--- src/rtl/nes_button_events_if.sv ---
// Event stream handshake between nes_button_events (master) and its consumer (slave).
interface nes_button_events_if;
  logic       evt_valid;
  logic       evt_ready;
  logic [2:0] evt_btn;
  logic       evt_press;
  logic       evt_repeat;

  modport master (output evt_valid, evt_btn, evt_press, evt_repeat, input evt_ready);
  modport slave  (input evt_valid, evt_btn, evt_press, evt_repeat, output evt_ready);
endinterface

--- src/rtl/nes_button_events.sv ---
// NES button levels -> debounced press/release event queue with per-button pending slots.
// Optional auto-repeat is built only when NES_AUTOREPEAT_EN is defined.
module nes_btn_lane #(
  parameter int DEB        = 16,
  parameter bit ACTIVE_LOW = 1'b1,
  parameter bit RPT        = 1'b0,
  parameter int DELAY      = 1000,
  parameter int PERIOD     = 250
) (
  input  logic CLK,
  input  logic reset_n,
  input  logic en,
  input  logic raw,
  output logic held,
  output logic tog,
  output logic rpt
);
  localparam int CW = $clog2(DEB + 1);

  logic          s1, s2, lvl, hit;
  logic [CW-1:0] cnt;

  assign lvl = ACTIVE_LOW ? ~s2 : s2;
  assign hit = (lvl != held) && (cnt == CW'(DEB - 1));

  // tog pulses in the same cycle held flips, so the slot stage sees the new level
  always_ff @(posedge CLK or negedge reset_n) begin
    if (!reset_n) begin
      s1   <= ACTIVE_LOW;
      s2   <= ACTIVE_LOW;
      cnt  <= '0;
      held <= 1'b0;
      tog  <= 1'b0;
    end else begin
      tog <= en & hit;
      if (en) begin
        s1 <= raw;
        s2 <= s1;
        if (lvl == held || hit) cnt <= '0;
        else                    cnt <= cnt + 1'b1;
        if (hit) held <= ~held;
      end
    end
  end

  if (RPT) begin : g_rpt
    localparam int RW = $clog2((DELAY > PERIOD ? DELAY : PERIOD) + 1);
    logic [RW-1:0] rc;
    logic          ph, fire;

    // ph=0 waits out the initial delay, ph=1 paces subsequent repeats
    assign fire = held && !hit && (rc == (ph ? RW'(PERIOD - 1) : RW'(DELAY - 1)));

    always_ff @(posedge CLK or negedge reset_n) begin
      if (!reset_n) begin
        rc  <= '0;
        ph  <= 1'b0;
        rpt <= 1'b0;
      end else begin
        rpt <= en & fire;
        if (en) begin
          if (!held || hit) begin
            rc <= '0;
            ph <= 1'b0;
          end else if (fire) begin
            rc <= '0;
            ph <= 1'b1;
          end else begin
            rc <= rc + 1'b1;
          end
        end
      end
    end
  end else begin : g_norpt
    assign rpt = 1'b0;
  end
endmodule

module nes_button_events #(
  parameter int         DEBOUNCE_CYCLES = 16,
  parameter int         FIFO_DEPTH      = 4,
  parameter bit         BTN_ACTIVE_LOW  = 1'b1,
  parameter logic [7:0] REPEAT_MASK     = 8'hF0,
  parameter int         REPEAT_DELAY    = 1000,
  parameter int         REPEAT_PERIOD   = 250
) (
  input  logic                 CLK,
  input  logic                 reset_n,
  input  logic                 en,
  input  logic [7:0]           btn,
  output logic [7:0]           held,
  output logic                 overflow,
  input  logic                 clr_overflow,
  nes_button_events_if.master  evt
);
`ifdef NES_AUTOREPEAT_EN
  localparam bit RPT_ON = 1'b1;
`else
  localparam bit RPT_ON = 1'b0;
`endif
  localparam int AW = $clog2(FIFO_DEPTH);

  typedef struct packed {
    logic [2:0] idx;
    logic       press;
    logic       rep;
  } evt_t;

  logic [7:0] tog, rpt, occ, dir, rep, occ_n, dir_n, rep_n, deq;
  logic [2:0] sel;
  logic       any, lost, push, pop, full, empty;
  logic [AW:0] wp, rp;
  evt_t       mem [FIFO_DEPTH];
  evt_t       head;

  for (genvar i = 0; i < 8; i++) begin : g_lane
    nes_btn_lane #(
      .DEB(DEBOUNCE_CYCLES), .ACTIVE_LOW(BTN_ACTIVE_LOW), .RPT(RPT_ON && REPEAT_MASK[i]),
      .DELAY(REPEAT_DELAY), .PERIOD(REPEAT_PERIOD)
    ) u_lane (
      .CLK(CLK), .reset_n(reset_n), .en(en), .raw(btn[i]),
      .held(held[i]), .tog(tog[i]), .rpt(rpt[i])
    );
  end

  assign empty = (wp == rp);
  assign full  = (wp[AW] != rp[AW]) && (wp[AW-1:0] == rp[AW-1:0]);
  assign pop   = evt.evt_valid && evt.evt_ready;
  assign push  = any && (!full || pop);
  assign head  = mem[rp[AW-1:0]];

  assign evt.evt_valid  = !empty;
  assign evt.evt_btn    = head.idx;
  assign evt.evt_press  = head.press;
  assign evt.evt_repeat = RPT_ON & head.rep;

  always_comb begin
    sel = 3'd0;
    any = 1'b0;
    for (int i = 7; i >= 0; i--) begin
      if (occ[i]) begin
        sel = 3'(i);
        any = 1'b1;
      end
    end
  end

  // A slot leaving for the FIFO this cycle counts as empty for an arriving edge
  always_comb begin
    deq   = 8'd0;
    occ_n = occ;
    dir_n = dir;
    rep_n = rep;
    lost  = 1'b0;
    if (push) deq[sel] = 1'b1;
    for (int i = 0; i < 8; i++) begin
      if (deq[i]) occ_n[i] = 1'b0;
      if (tog[i]) begin
        if (occ_n[i] && dir_n[i] != held[i]) begin
          occ_n[i] = 1'b0;
          lost     = 1'b1;
        end else begin
          occ_n[i] = 1'b1;
          dir_n[i] = held[i];
          rep_n[i] = 1'b0;
        end
      end else if (rpt[i] && !occ_n[i]) begin
        occ_n[i] = 1'b1;
        dir_n[i] = 1'b1;
        rep_n[i] = 1'b1;
      end
    end
  end

  always_ff @(posedge CLK or negedge reset_n) begin
    if (!reset_n) begin
      occ      <= '0;
      dir      <= '0;
      rep      <= '0;
      wp       <= '0;
      rp       <= '0;
      overflow <= 1'b0;
      for (int i = 0; i < FIFO_DEPTH; i++) mem[i] <= '0;
    end else begin
      occ <= occ_n;
      dir <= dir_n;
      rep <= rep_n;
      if (push) begin
        mem[wp[AW-1:0]] <= '{idx: sel, press: dir[sel], rep: rep[sel]};
        wp <= wp + 1'b1;
      end
      if (pop) rp <= rp + 1'b1;
      if (lost)              overflow <= 1'b1;
      else if (clr_overflow) overflow <= 1'b0;
    end
  end
endmodule

--- src/flat_wrapper.sv ---
// flat-port wrapper written by rule: the top's interface ports become plain ports
module nes_button_events_flat 
#(
  parameter int         DEBOUNCE_CYCLES = 16,
  parameter int         FIFO_DEPTH      = 4,
  parameter bit         BTN_ACTIVE_LOW  = 1'b1,
  parameter logic [7:0] REPEAT_MASK     = 8'hF0,
  parameter int         REPEAT_DELAY    = 1000,
  parameter int         REPEAT_PERIOD   = 250
)
  (CLK, reset_n, en, btn, held, overflow, clr_overflow, evt_evt_valid, evt_evt_btn, evt_evt_press, evt_evt_repeat, evt_evt_ready);
  nes_button_events_if evt_i ();
  input  logic CLK;
  input  logic reset_n;
  input  logic en;
  input  logic [7:0] btn;
  output logic [7:0] held;
  output logic overflow;
  input  logic clr_overflow;
  output wire logic [$bits(evt_i.evt_valid)-1:0] evt_evt_valid;
  output wire logic [$bits(evt_i.evt_btn)-1:0] evt_evt_btn;
  output wire logic [$bits(evt_i.evt_press)-1:0] evt_evt_press;
  output wire logic [$bits(evt_i.evt_repeat)-1:0] evt_evt_repeat;
  input wire logic [$bits(evt_i.evt_ready)-1:0] evt_evt_ready;
  assign evt_evt_valid = evt_i.evt_valid;
  assign evt_evt_btn = evt_i.evt_btn;
  assign evt_evt_press = evt_i.evt_press;
  assign evt_evt_repeat = evt_i.evt_repeat;
  assign evt_i.evt_ready = evt_evt_ready;
  nes_button_events #(.DEBOUNCE_CYCLES(DEBOUNCE_CYCLES), .FIFO_DEPTH(FIFO_DEPTH), .BTN_ACTIVE_LOW(BTN_ACTIVE_LOW), .REPEAT_MASK(REPEAT_MASK), .REPEAT_DELAY(REPEAT_DELAY), .REPEAT_PERIOD(REPEAT_PERIOD)) u_core (.CLK(CLK), .reset_n(reset_n), .en(en), .btn(btn), .held(held), .overflow(overflow), .clr_overflow(clr_overflow), .evt(evt_i));
endmodule
--- config.mk ---
export PLATFORM = sky130hd
export DESIGN_NAME = nes_button_events_flat
export DESIGN_NICKNAME = d
export VERILOG_FILES = /design/src/rtl/nes_button_events_if.sv /design/src/rtl/nes_button_events.sv /design/src/flat_wrapper.sv
export SDC_FILE = /design/constraint.sdc
export NUM_CORES = 1
export LEC_CHECK = 0
export BUFFER_PORTS_ARGS = -buffer_cell sky130_fd_sc_hd__buf_2
export CORE_UTILIZATION = 55
export CTS_BUF_LIST = sky130_fd_sc_hd__clkbuf_8 sky130_fd_sc_hd__clkbuf_16
export DETAILED_ROUTE_END_ITERATION = 6
export GPL_ROUTABILITY_DRIVEN = 0
export PLACE_DENSITY = 0.73
export SETUP_SLACK_MARGIN = 0.4
export SYNTH_ARGS = -nofsm -noshare
export SYNTH_HDL_FRONTEND = slang
export SYNTH_SLANG_ARGS = --single-unit
--- constraint.sdc ---
create_clock -name CLK -period 2.7 [get_ports CLK]
set_input_delay 0.405 -clock CLK [delete_from_list [all_inputs] [get_ports CLK]]
set_output_delay 0.405 -clock CLK [all_outputs]
set_load 0.005 [all_outputs]
==> metrics.yaml, run 1 <==
gr-total-overflow: 0
cap_violations: 0
path_class: "flip-flop to flip-flop"
m1WireLength_um: 4420
worstPathRequired_ps: 2950
preCtsSetupSlack_ps: 501
clock_path_buffers: 2
wl_met2_um: 4320
io_pins: 28
powerDensity_nw_per_um2: 670
worstPathMaxFanout: 15
crit_arrival_ps: 2400
grt_pass1_wl_um: 15600
cts-root-buf: "clkbuf_8"
cp-end-kind: "flip-flop"
synth_cells: 514
dieWidth_um: 102
h-tree-depth: 3
path_clk_slew_ps: 100
dp.cells: 654
drv_slew: 0
tightest_slew_ps: 571
path_delay_family: "flip-flops"
slowest_delay_ps: 600
path_cells: "xor2_2 > nor4_4 > buf_4 > a31oi_4 > nand2_1 > mux2_1"
ant_nets: 0
critPathBufInv: 1
synth_edf_count: 0
cellLeakagePower_nw: 2.79
dp_hpwl_um: 6450
max_slew_margin: 0.616
setup_viol_count_final: 0
yosysWarnings: 0
grt_max_degree: 64
viasPerCell: 5.43
hold_violations: 0
drive_gt1_frac: 0.194
hp-class: "input pin to flip-flop"
wl_um: 9090
synth_seq_cells: 111
cts_resized: 0
vias: 3656
final.setup.tns_ps: 0
cp-start-kind: "flip-flop"
first_pass_iters: 4
min_period_ps: 2140
ir_drop_v: 0.000468
yosysSeqAreaShare: 0.510
die_h_um: 102
antenna_found_initial: 0
cp-startpoint: "u_core.rp[0]"
hp-start: "btn[2]"
rows: 36
cts_tree: "done"
syn-num-nets: 548
dr.first_iter.drc_count: 151
synth_flop_cell: "dfrtp_1"
clock_latency_ps: 370
insertedDiodeCount: 0
critPathSlowestCell: "dfrtp_1"
drc_errors: 0
first_global_vias: 3381
dr_wl_met3_um: 244
dieArea_um2: 10400
cts_made_buffers: 9
finClkSkew_ps: 14.1
area_growth_pct: 8.21
core_um2: 9730
timing.final.ws_setup_ps: 557
status: "finished clean"
nNetsFinal: 569
synth_top_area_cell: "dfrtp_1"
instances_no_fill: 673
highest_layer: "met4"
cts_num_sinks: 111
async_flop_share: 1.00
synth.distinct_cells: 46
synth.top_cell.area_share: 0.433
syn_area_um2: 5490
synthTopCellsByArea: "dfrtp_1 (43%), dfstp_2 (7.7%), nand2_1 (5.5%)"
rsz0062_at_grt: "no"
finalCritPeriodShare: 0.794
total_power_w: 0.00398
initial_core_util: 0.564
max_freq_mhz: 467
syn_avg_cell_area_um2: 10.7
portBuffers: 26
rr_startpoint: "u_core.rp[0]"
wl_per_cell_um: 13.5
grtUsageTotal: 0.193
[cell usage after synthesis, types with 2 or more instances]
cell,n
buf_1,2
mux2_4,4
and3_1,8
nand3b_1,7
a21oi_1,9
o32a_1,2
o21ai_1,14
o21ai_2,2
nand2_1,80
ha_1,21
or2_2,3
xor2_1,15
or2_1,2
a41oi_1,4
xor2_2,2
dfrtp_1,95
buf_4,9
dfstp_2,16
nor4_4,2
mux2i_1,15
o21ai_0,42
nand3_1,26
and2_1,6
xnor2_1,6
nand2b_1,2
inv_1,24
nor3b_1,3
o22ai_1,5
mux2_2,23
nor2_1,22
clkbuf_1,9
o31ai_1,10
nor3_1,2
mux4_2,4
mux2_1,6
buf_2,2
[cells by family (layout without fill, tap and decap cells)]
family / count (synthesis) / in the layout / synth area share
other: 1 / 1 / 0.000683
flip-flops: 111 / 111 / 0.510
XOR/XNOR: 23 / 23 / 0.0395
adder cells (fa/ha/maj): 21 / 21 / 0.0479
multiplexers: 52 / 52 / 0.114
AND/OR/NAND/NOR: 165 / 165 / 0.143
AO/OA/AOI/OAI: 94 / 94 / 0.105
buffers and inverters: 47 / 73 / 0.0401
[final timing paths]
check	endpoint	slack [ps]	depth (start not counted)
setup / recovery	u_core.mem[3]	560	6
hold reg to reg	u_core.g_lane[5].u_lane.cnt[3]	480	1
hold / removal	u_core.g_lane[2].u_lane.s1	260	2
min in group asynchronous	u_core.g_lane[1].u_lane.tog	480	2
setup reg to reg	u_core.mem[3]	560	6
max in group asynchronous	u_core.g_lane[1].u_lane.s2	1490	3
[cell usage in the layout, fill, tap and decap left out, drive strengths merged, types with 2 or more instances in the layout]
cell and instances:
a21oi 10, a41oi 4, and2 6, and3 8, buf 32, clkbuf 11, dfrtp 95, dfstp 16
ha 21, inv 26, mux2 33, mux2i 15, mux4 4, nand2 80, nand2b 2, nand3 26
nand3b 7, nor2 22, nor3 2, nor3b 3, nor4 2, o21ai 59, o22ai 5, o31ai 10
o32a 2, or2 5, xnor2 6, xor2 17
[registers in the layout, summed over array words and instances (netlist names)]
name	cells
u_core.dir	8
u_core.g_lane.u_lane.cnt	40
u_core.g_lane.u_lane.held	8
u_core.g_lane.u_lane.s1	8
u_core.g_lane.u_lane.s2	8
u_core.g_lane.u_lane.tog	8
u_core.mem	16
u_core.occ	8
u_core.overflow	1
u_core.rp	3
u_core.wp	3
[area by class of cell]
cell class              instances  area (um2)
well taps                     133         166
clock inverters                 5        50.0
multi-input cells             356        2470
fillers                       792        3790
clock buffers                  11         151
inverters                      24        90.1
flip-flops and latches        111        2800
repair buffers                 33         213
[stage by stage]
stage	hold WS (ps)	util	area (um2)
floorplan	109	-	5490
global placement	336	0.587	5710
detailed placement	336	0.587	5710
CTS	239	0.609	5920
global route	238	0.610	5940
finish	263	0.610	5940
[power breakdown]
group	total [W]	internal [W]	switching [W]
Clock	0.000998	0.000472	0.000525
Combinational	0.000850	0.000406	0.000444
Sequential	0.00213	0.00191	0.000226
Total	0.00398	0.00278	0.00120
[layer usage]
layer / GRT usage / vias up
met4: 0.0571 / 0
met3: 0.0499 / 9
met2: 0.310 / 45
li1: - / 1826
met1: 0.262 / 1776
met5: 0 / -
[repair_timing]
action / CTS / global route
endpoints found under the hold margin: 21 / 0
endpoints found under the setup margin: 0 / 12
setup buffers: 0 / 2
hold buffers: 1 / 0
Note: power is estimated with default switching activity, not from simulation.
==> run 2, diff against run 1 <==
--- a/config.mk
+++ b/config.mk
@@ -5,12 +5,13 @@
 export SDC_FILE = /design/constraint.sdc
 export NUM_CORES = 1
 export LEC_CHECK = 0
+export ABC_AREA = 1
 export BUFFER_PORTS_ARGS = -buffer_cell sky130_fd_sc_hd__buf_2
 export CORE_UTILIZATION = 55
 export CTS_BUF_LIST = sky130_fd_sc_hd__clkbuf_8 sky130_fd_sc_hd__clkbuf_16
 export DETAILED_ROUTE_END_ITERATION = 6
 export GPL_ROUTABILITY_DRIVEN = 0
-export PLACE_DENSITY = 0.73
+export PLACE_DENSITY = 0.76
 export SETUP_SLACK_MARGIN = 0.4
 export SYNTH_ARGS = -nofsm -noshare
 export SYNTH_HDL_FRONTEND = slang
==> constraint.sdc (replaced) <==
create_clock -name CLK -period 1.9 [get_ports CLK]
set_input_delay 0.285 -clock CLK [delete_from_list [all_inputs] [get_ports CLK]]
set_output_delay 0.285 -clock CLK [all_outputs]
set_load 0.005 [all_outputs]
==> run 2 against run 1 <==
Net effect:
- wire length grew 22%
- critical path depth shrank 2
- combinational power grew to 5.3 times the previous value
- clock-buffer cell count shrank 2
- global-route usage grew 2.8 points
- non-clock buffer count grew 19
- first-iteration DRC count grew 11%
- design area grew 9.9%
- critical path type is now flip-flop to output port
- critical endpoint is now evt_evt_btn[0]
- highest routed layer unchanged
==> metrics.yaml, run 2 <==
grt_pass1_wl_um: 17600  # +13%
use_met1: 0.252  # -0.00967
timing.final.ws_setup_ps: 197  # -360 ps
die_h_um: 102  # about the same
dr.first_iter.drc_count: 168  # +11%
switching_share: 0.431  # +0.130
ys_top_cells_by_count: "nand2_1 (171), dfrtp_1 (95), inv_1 (74)"
place_area_um2: 5720  # +0.20%
wl_um: 11100  # +22%
tightest_slew_ps: 780  # +210 ps
setup_viol_count_final: 0  # unchanged
pwr-share-clk: 0.132  # -0.119
layout_common_cells: "nand2_1 (155), dfrtp_1 (89), inv_1 (75), xor2_1 (27), o21ai_0 (27)"
dieWidth_um: 102  # about the same
wl_per_cell_um: 13.6  # +0.50%
first_global_vias: 4076  # +21%
ant_nets: 0  # unchanged
synth_edf_count: 0  # unchanged
cts_made_buffers: 9  # unchanged
intPower_w: 0.00536  # +93%
rows: 36  # unchanged
clock_latency_ps: 380  # about the same
max_freq_mhz: 587
dieArea_um2: 10400  # about the same
crit_arrival_ps: 1420  # -980 ps
yosysMostFrequentCell: "nand2_1"
cts_tree: "done"
synth.top_cell.area_share: 0.434  # about the same
yosysSeqAreaShare: 0.510  # about the same
yosysWarnings: 0  # unchanged
finClkSkew_ps: 13.0  # -1.09 ps
drive_gt1_frac: 0.263  # +0.0690
finalCritPeriodShare: 0.897
comb_power_share: 0.479  # +0.265
first_pass_iters: 5  # +1
status: "finished clean"
cts_num_sinks: 111  # unchanged
gr-total-overflow: 0  # unchanged
drv_slew: 0  # unchanged
cp-end-kind: "output port"
instances_no_fill: 820  # +22%
io_pins: 28  # unchanged
global_route.peak_usage_layer: "met2"
cap_violations: 0  # unchanged
nNetsFinal: 716  # +26%
drc_errors: 0  # unchanged
ir_drop_v: 0.000764  # +63%
cts-root-buf: "clkbuf_8"
final.setup.tns_ps: 0  # unchanged
dp_hpwl_um: 7110  # +10%
design_area_um2: 6530  # +9.9%
cp-start-kind: "flip-flop"
p_seq_frac: 0.389  # -0.147
min_period_ps: 1700
p_switching_w: 0.00405  # +240%
syn_avg_cell_area_um2: 8.57  # -20%
rsz0062_at_grt: "yes"
use_met3: 0.0629  # +0.0130
portBuffers: 26  # unchanged
path_clk_slew_ps: 100  # about the same
hp-class: "input pin to flip-flop"
hold_slack_ps: 88.6  # -175 ps
preCtsSetupSlack_ps: 204  # -297 ps
vias: 4301  # +18%
path_class: "flip-flop to output port"
initial_core_util: 0.564  # about the same
clock_path_buffers: 2  # unchanged
max_slew_margin: 0.479  # -0.137
antenna_found_initial: 0  # unchanged
async_flop_share: 1.00  # unchanged
synth_flop_cell: "dfrtp_1"
hold_violations: 0  # unchanged
worstPathRequired_ps: 1620  # -1330 ps
dp.cells: 782  # +20%
grt_max_degree: 82  # +28%
largest-register: "u_core.g_lane.u_lane.cnt"
viasPerCell: 5.25  # -3.4%
worstPathMaxFanout: 9  # -6
syn_area_um2: 5480  # about the same
cellLeakagePower_nw: 3.29  # +18%
met2_usage: 0.395  # +0.0852
synth_top_area_cell: "dfrtp_1"
synth.distinct_cells: 34  # -26%
reg.largest.list: "u_core.g_lane.u_lane.cnt x40, u_core.mem x16"
synth_cells: 640  # +25%
synthTopCellsByArea: "dfrtp_1 (43%), nand2_1 (12%), dfstp_2 (7.7%)"
synth_seq_cells: 111  # unchanged
core_um2: 9730  # unchanged
layout_commonest_cell: "nand2_1"
powerDensity_nw_per_um2: 1440  # +120%
grtUsageTotal: 0.221  # +0.0276
h-tree-depth: 3  # unchanged
largest_register_ffs: 40  # unchanged
area_growth_pct: 19.0
insertedDiodeCount: 0  # unchanged
syn-num-nets: 674  # +23%
fillers: 750  # -5.3%
## run 2: stage by stage
stage	utilization	power, W
floorplan	-	0.00579
global placement	0.588	0.00635
detailed placement	0.588	0.00653
CTS	0.638	0.00861
global route	0.671	0.0101
finish	0.671	0.00942
## run 2: layout make-up
cell class | count | area, um2 | area share
flip-flops and latches | 111 | 2810 | 0.430
inverters | 77 | 302 | 0.0462
clock buffers | 9 | 124 | 0.0190
well taps | 133 | 166 | 0.0255
repair buffers | 52 | 392 | 0.0600
multi-input cells | 431 | 2690 | 0.413
clock inverters | 7 | 43.8 | 0.00671
## run 2: final timing paths
| path | startpoint | endpoint | slack (ps) | depth (start not counted) |
|---|---|---|---|---|
| min in group asynchronous | reset_n | u_core.g_lane[3].u_lane.cnt[3] | 410 | 2 |
| hold reg to reg | u_core.g_lane[6].u_lane.s1 | u_core.g_lane[6].u_lane.s2 | 470 | 2 |
| max in group asynchronous | reset_n | u_core.g_lane[0].u_lane.s1 | 840 | 3 |
| setup / recovery | u_core.rp[0] | evt_evt_btn[0] | 200 | 4 |
| setup reg to reg | u_core.occ[6] | u_core.mem[16] | 210 | 13 |
| hold / removal | btn[1] | u_core.g_lane[1].u_lane.s1 | 90 | 3 |
## run 2: timing repair
action,in CTS,in global routing
endpoints found under the setup margin,57,75
gates resized for setup,66,71
endpoints found under the hold margin,25,0
hold buffers,1,0
setup buffers,11,9
pin swaps,15,30
gates cloned,1,0
## run 2: metal layers
metal / vias up / part of all wire / wire length (um)
met5: - / 0 / 0
met3: 26 / 0.040 / 443
li1: 2113 / - / -
met4: 0 / 0.027 / 297
met1: 2067 / 0.41 / 4530
met2: 95 / 0.53 / 5870
## run 2: logic make-up (layout without fill, tap and decap cells)
group                    Yosys count  count (layout)  synth area share
XOR/XNOR                          32              32            0.0525
other                              1               1          0.000684
multiplexers                       1               1           0.00183
AO/OA/AOI/OAI                    100             100            0.0965
flip-flops                       111             111             0.510
buffers and inverters             99             145            0.0774
adder cells (fa/ha/maj)           21              21            0.0479
AND/OR/NAND/NOR                  275             276             0.213
## run 2: power groups by stage
stage / registers, W / logic [W] / clock network [W]
global placement: 0.00360 / 0.00275 / 0
global route: 0.00373 / 0.00495 / 0.00138
floorplan: 0.00345 / 0.00233 / 0
CTS: 0.00361 / 0.00371 / 0.00129
finish: 0.00366 / 0.00451 / 0.00124
detailed placement: 0.00364 / 0.00289 / 0
## run 2: worst max-delay path, stage by stage, from the launching register on
cell,delay [ps]
dfrtp_2,500
clkinv_4,130
nor2_1,170
o22ai_1,120
buf_2,130
==> run 3, diff against run 2 <==
--- a/config.mk
+++ b/config.mk
@@ -11,8 +11,8 @@
 export CTS_BUF_LIST = sky130_fd_sc_hd__clkbuf_8 sky130_fd_sc_hd__clkbuf_16
 export DETAILED_ROUTE_END_ITERATION = 6
 export GPL_ROUTABILITY_DRIVEN = 0
+export GPL_TIMING_DRIVEN = 0
 export PLACE_DENSITY = 0.76
-export SETUP_SLACK_MARGIN = 0.4
 export SYNTH_ARGS = -nofsm -noshare
 export SYNTH_HDL_FRONTEND = slang
 export SYNTH_SLANG_ARGS = --single-unit
==> run 3 against run 2 <==
Net effect:
- wire length decreased by 2.8%
- die area unchanged
- design area decreased by 7.7%
- power decreased by 15%
- combinational power decreased by 33%
- clock skew decreased by 1.6 ps
- worst setup slack got worse by 85 ps
- core utilization decreased by 5.1 points
- sequential cell count unchanged
- clock-buffer cell count unchanged
- global-route usage increased by 1.4 points
==> metrics.yaml, run 3 (same netlist as run 2, synthesis figures left out) <==
wl_um: 10800  # -2.8%
path_cells: "buf_6 > xor2_2 > nor2_2 > nand2_2 > buf_2"
cap_violations: 0  # unchanged
cellLeakagePower_nw: 3.19  # -3.0%
ir_drop_v: 0.000696  # -8.9%
portBuffers: 25  # -3.8%
cts_made_buffers: 9  # unchanged
fillers: 851  # +13%
clock_latency_ps: 370  # about the same
grtUsageTotal: 0.235  # +0.0139
antenna_found_initial: 0  # unchanged
max_freq_mhz: 559  # -4.8%
area_growth_pct: 9.90
max_slew_margin: 0.579  # +0.0996
crit_arrival_ps: 1500  # +80 ps
grt_max_degree: 74  # -9.8%
nNetsFinal: 712  # -0.56%
drc_errors: 0  # unchanged
largest_register_ffs: 40  # unchanged
drv_slew: 0  # unchanged
tightest_slew_ps: 632  # -149 ps
first_pass_iters: 4  # -1
initial_core_util: 0.564  # unchanged
hold_slack_ps: 97.8  # +9.21 ps
cts_tree: "done"
seqCellArea_um2: 2800  # -0.27%
critPathSlowestCell: "dfrtp_1"
dieArea_um2: 10400  # unchanged
finalCritPeriodShare: 0.941  # +0.0448
finClkSkew_ps: 11.4  # -1.56 ps
io_pins: 28  # unchanged
path_clk_slew_ps: 110  # about the same
final_core_util: 0.619  # -0.0514
multi_input_area_um2: 2270  # -16%
ant_nets: 0  # unchanged
reg.largest.list: "u_core.g_lane.u_lane.cnt x40, u_core.mem x16"
critPathBufInv: 2  # unchanged
hp-class: "input pin to flip-flop"
core_um2: 9730  # unchanged
worstPathMaxFanout: 10  # +1
largest-register: "u_core.g_lane.u_lane.cnt"
vias: 4109  # -4.5%
setup_viol_count_final: 0  # unchanged
cp-end-kind: "output port"
rows: 36  # unchanged
clock_path_buffers: 2  # unchanged
viasPerCell: 5.04  # -4.0%
dr.first_iter.drc_count: 220  # +31%
gr-total-overflow: 0  # unchanged
insertedDiodeCount: 0  # unchanged
dieWidth_um: 102  # unchanged
cts_num_sinks: 111  # unchanged
slowest_delay_ps: 410  # -90 ps
worstPathRequired_ps: 1620  # about the same
cp-start-kind: "flip-flop"
hold_violations: 0  # unchanged
first_global_vias: 4087  # +0.27%
die_h_um: 102  # unchanged
powerDensity_nw_per_um2: 1330  # -7.6%
grt_pass1_wl_um: 18700  # +6.3%
dp_hpwl_um: 7820  # +9.9%
path_delay_family: "flip-flops"
wl_per_cell_um: 13.3  # -2.4%
h-tree-depth: 3  # unchanged
cts-root-buf: "clkbuf_8"
drive_gt1_frac: 0.138  # -0.126
min_period_ps: 1790  # +85.2 ps
rsz0062_at_grt: "no"
status: "finished clean"
path_class: "flip-flop to output port"
layout_common_cells: "nand2_1 (169), dfrtp_1 (95), inv_1 (74), nor2_1 (44), o21ai_0 (43)"
layout_commonest_cell: "nand2_1"
==> run 3: cell count changes in the layout (fill, tap and decap cells not counted), sizes merged <==
cell / before / now
buf: 51 / 43
clkbuf: 9 / 14
clkinv: 4 / 2
bufinv: 0 / 1
clkinvlp: 2 / 3
nand2: 182 / 181
==> run 3: power by group <==
group          internal, W  switching (W)  total, W
Clock             0.000622       0.000840   0.00146
Sequential         0.00302       0.000531   0.00355
Combinational      0.00116        0.00186   0.00302
==> run 3: repair_timing <==
action / CTS / global route
setup buffers: 0 / 0
hold endpoints to repair: 36 / 0
gates resized for setup: 0 / 4
endpoints found under the setup margin: 0 / 6
hold buffers: 1 / 0
==> run 3: stage by stage <==
| step | instance area (um2) | setup slack (ps) | total power (W) | instances | TNS (ps) |
|---|---|---|---|---|---|
| final | 6030 | 111 | 0.00803 | 816 | 0 |
| after global routing | 6030 | 4.85 | 0.00875 | 816 | 0 |
| after CTS | 6010 | 40.6 | 0.00807 | 816 | 0 |
| after detailed placement | 5800 | 39.5 | 0.00661 | 799 | 0 |
| after global placement | 5770 | -699 | 0.00642 | 798 | -67480 |
| after floorplan | 5480 | 398 | 0.00579 | 640 | 0 |
==> run 3: layout make-up <==
type                            count  area share
Sequential cell                   111       0.464
Multi-Input combinational cell    430       0.376
Inverter                           77      0.0486
Tap cell                          133      0.0276
Timing Repair Buffer               27      0.0274
Buffer                             22      0.0224
Clock buffer                        9      0.0206
Clock inverter                      7      0.0127
==> run 3: final timing paths <==
path | slack [ps] | cells past startpoint | startpoint | end
setup / recovery | 110 | 5 | u_core.rp[0] | evt_evt_valid
hold / removal | 100 | 3 | btn[5] | u_core.g_lane[5].u_lane.s1
setup reg to reg | 140 | 10 | u_core.wp[2] | u_core.overflow
hold reg to reg | 470 | 2 | u_core.g_lane[2].u_lane.s1 | u_core.g_lane[2].u_lane.s1
max in group asynchronous | 690 | 3 | reset_n | u_core.g_lane[2].u_lane.s2
min in group asynchronous | 420 | 2 | reset_n | u_core.wp[2]
==> run 3: per-layer routing <==
metal | part of all wire | vias to the layer above | track usage
met4 | 0.023 | 0 | 0.0989
li1 | - | 2102 | -
met3 | 0.025 | 20 | 0.0424
met1 | 0.45 | 1938 | 0.287
met5 | 0 | - | 0
met2 | 0.50 | 49 | 0.411
==> run 3: worst reg2reg max path: cells and delay by family (launching register included) <==
family,cells,cell delay [ps]
and+or+nand+nor,9,960
xor gates and xnor gates,1,250
DFF,1,420
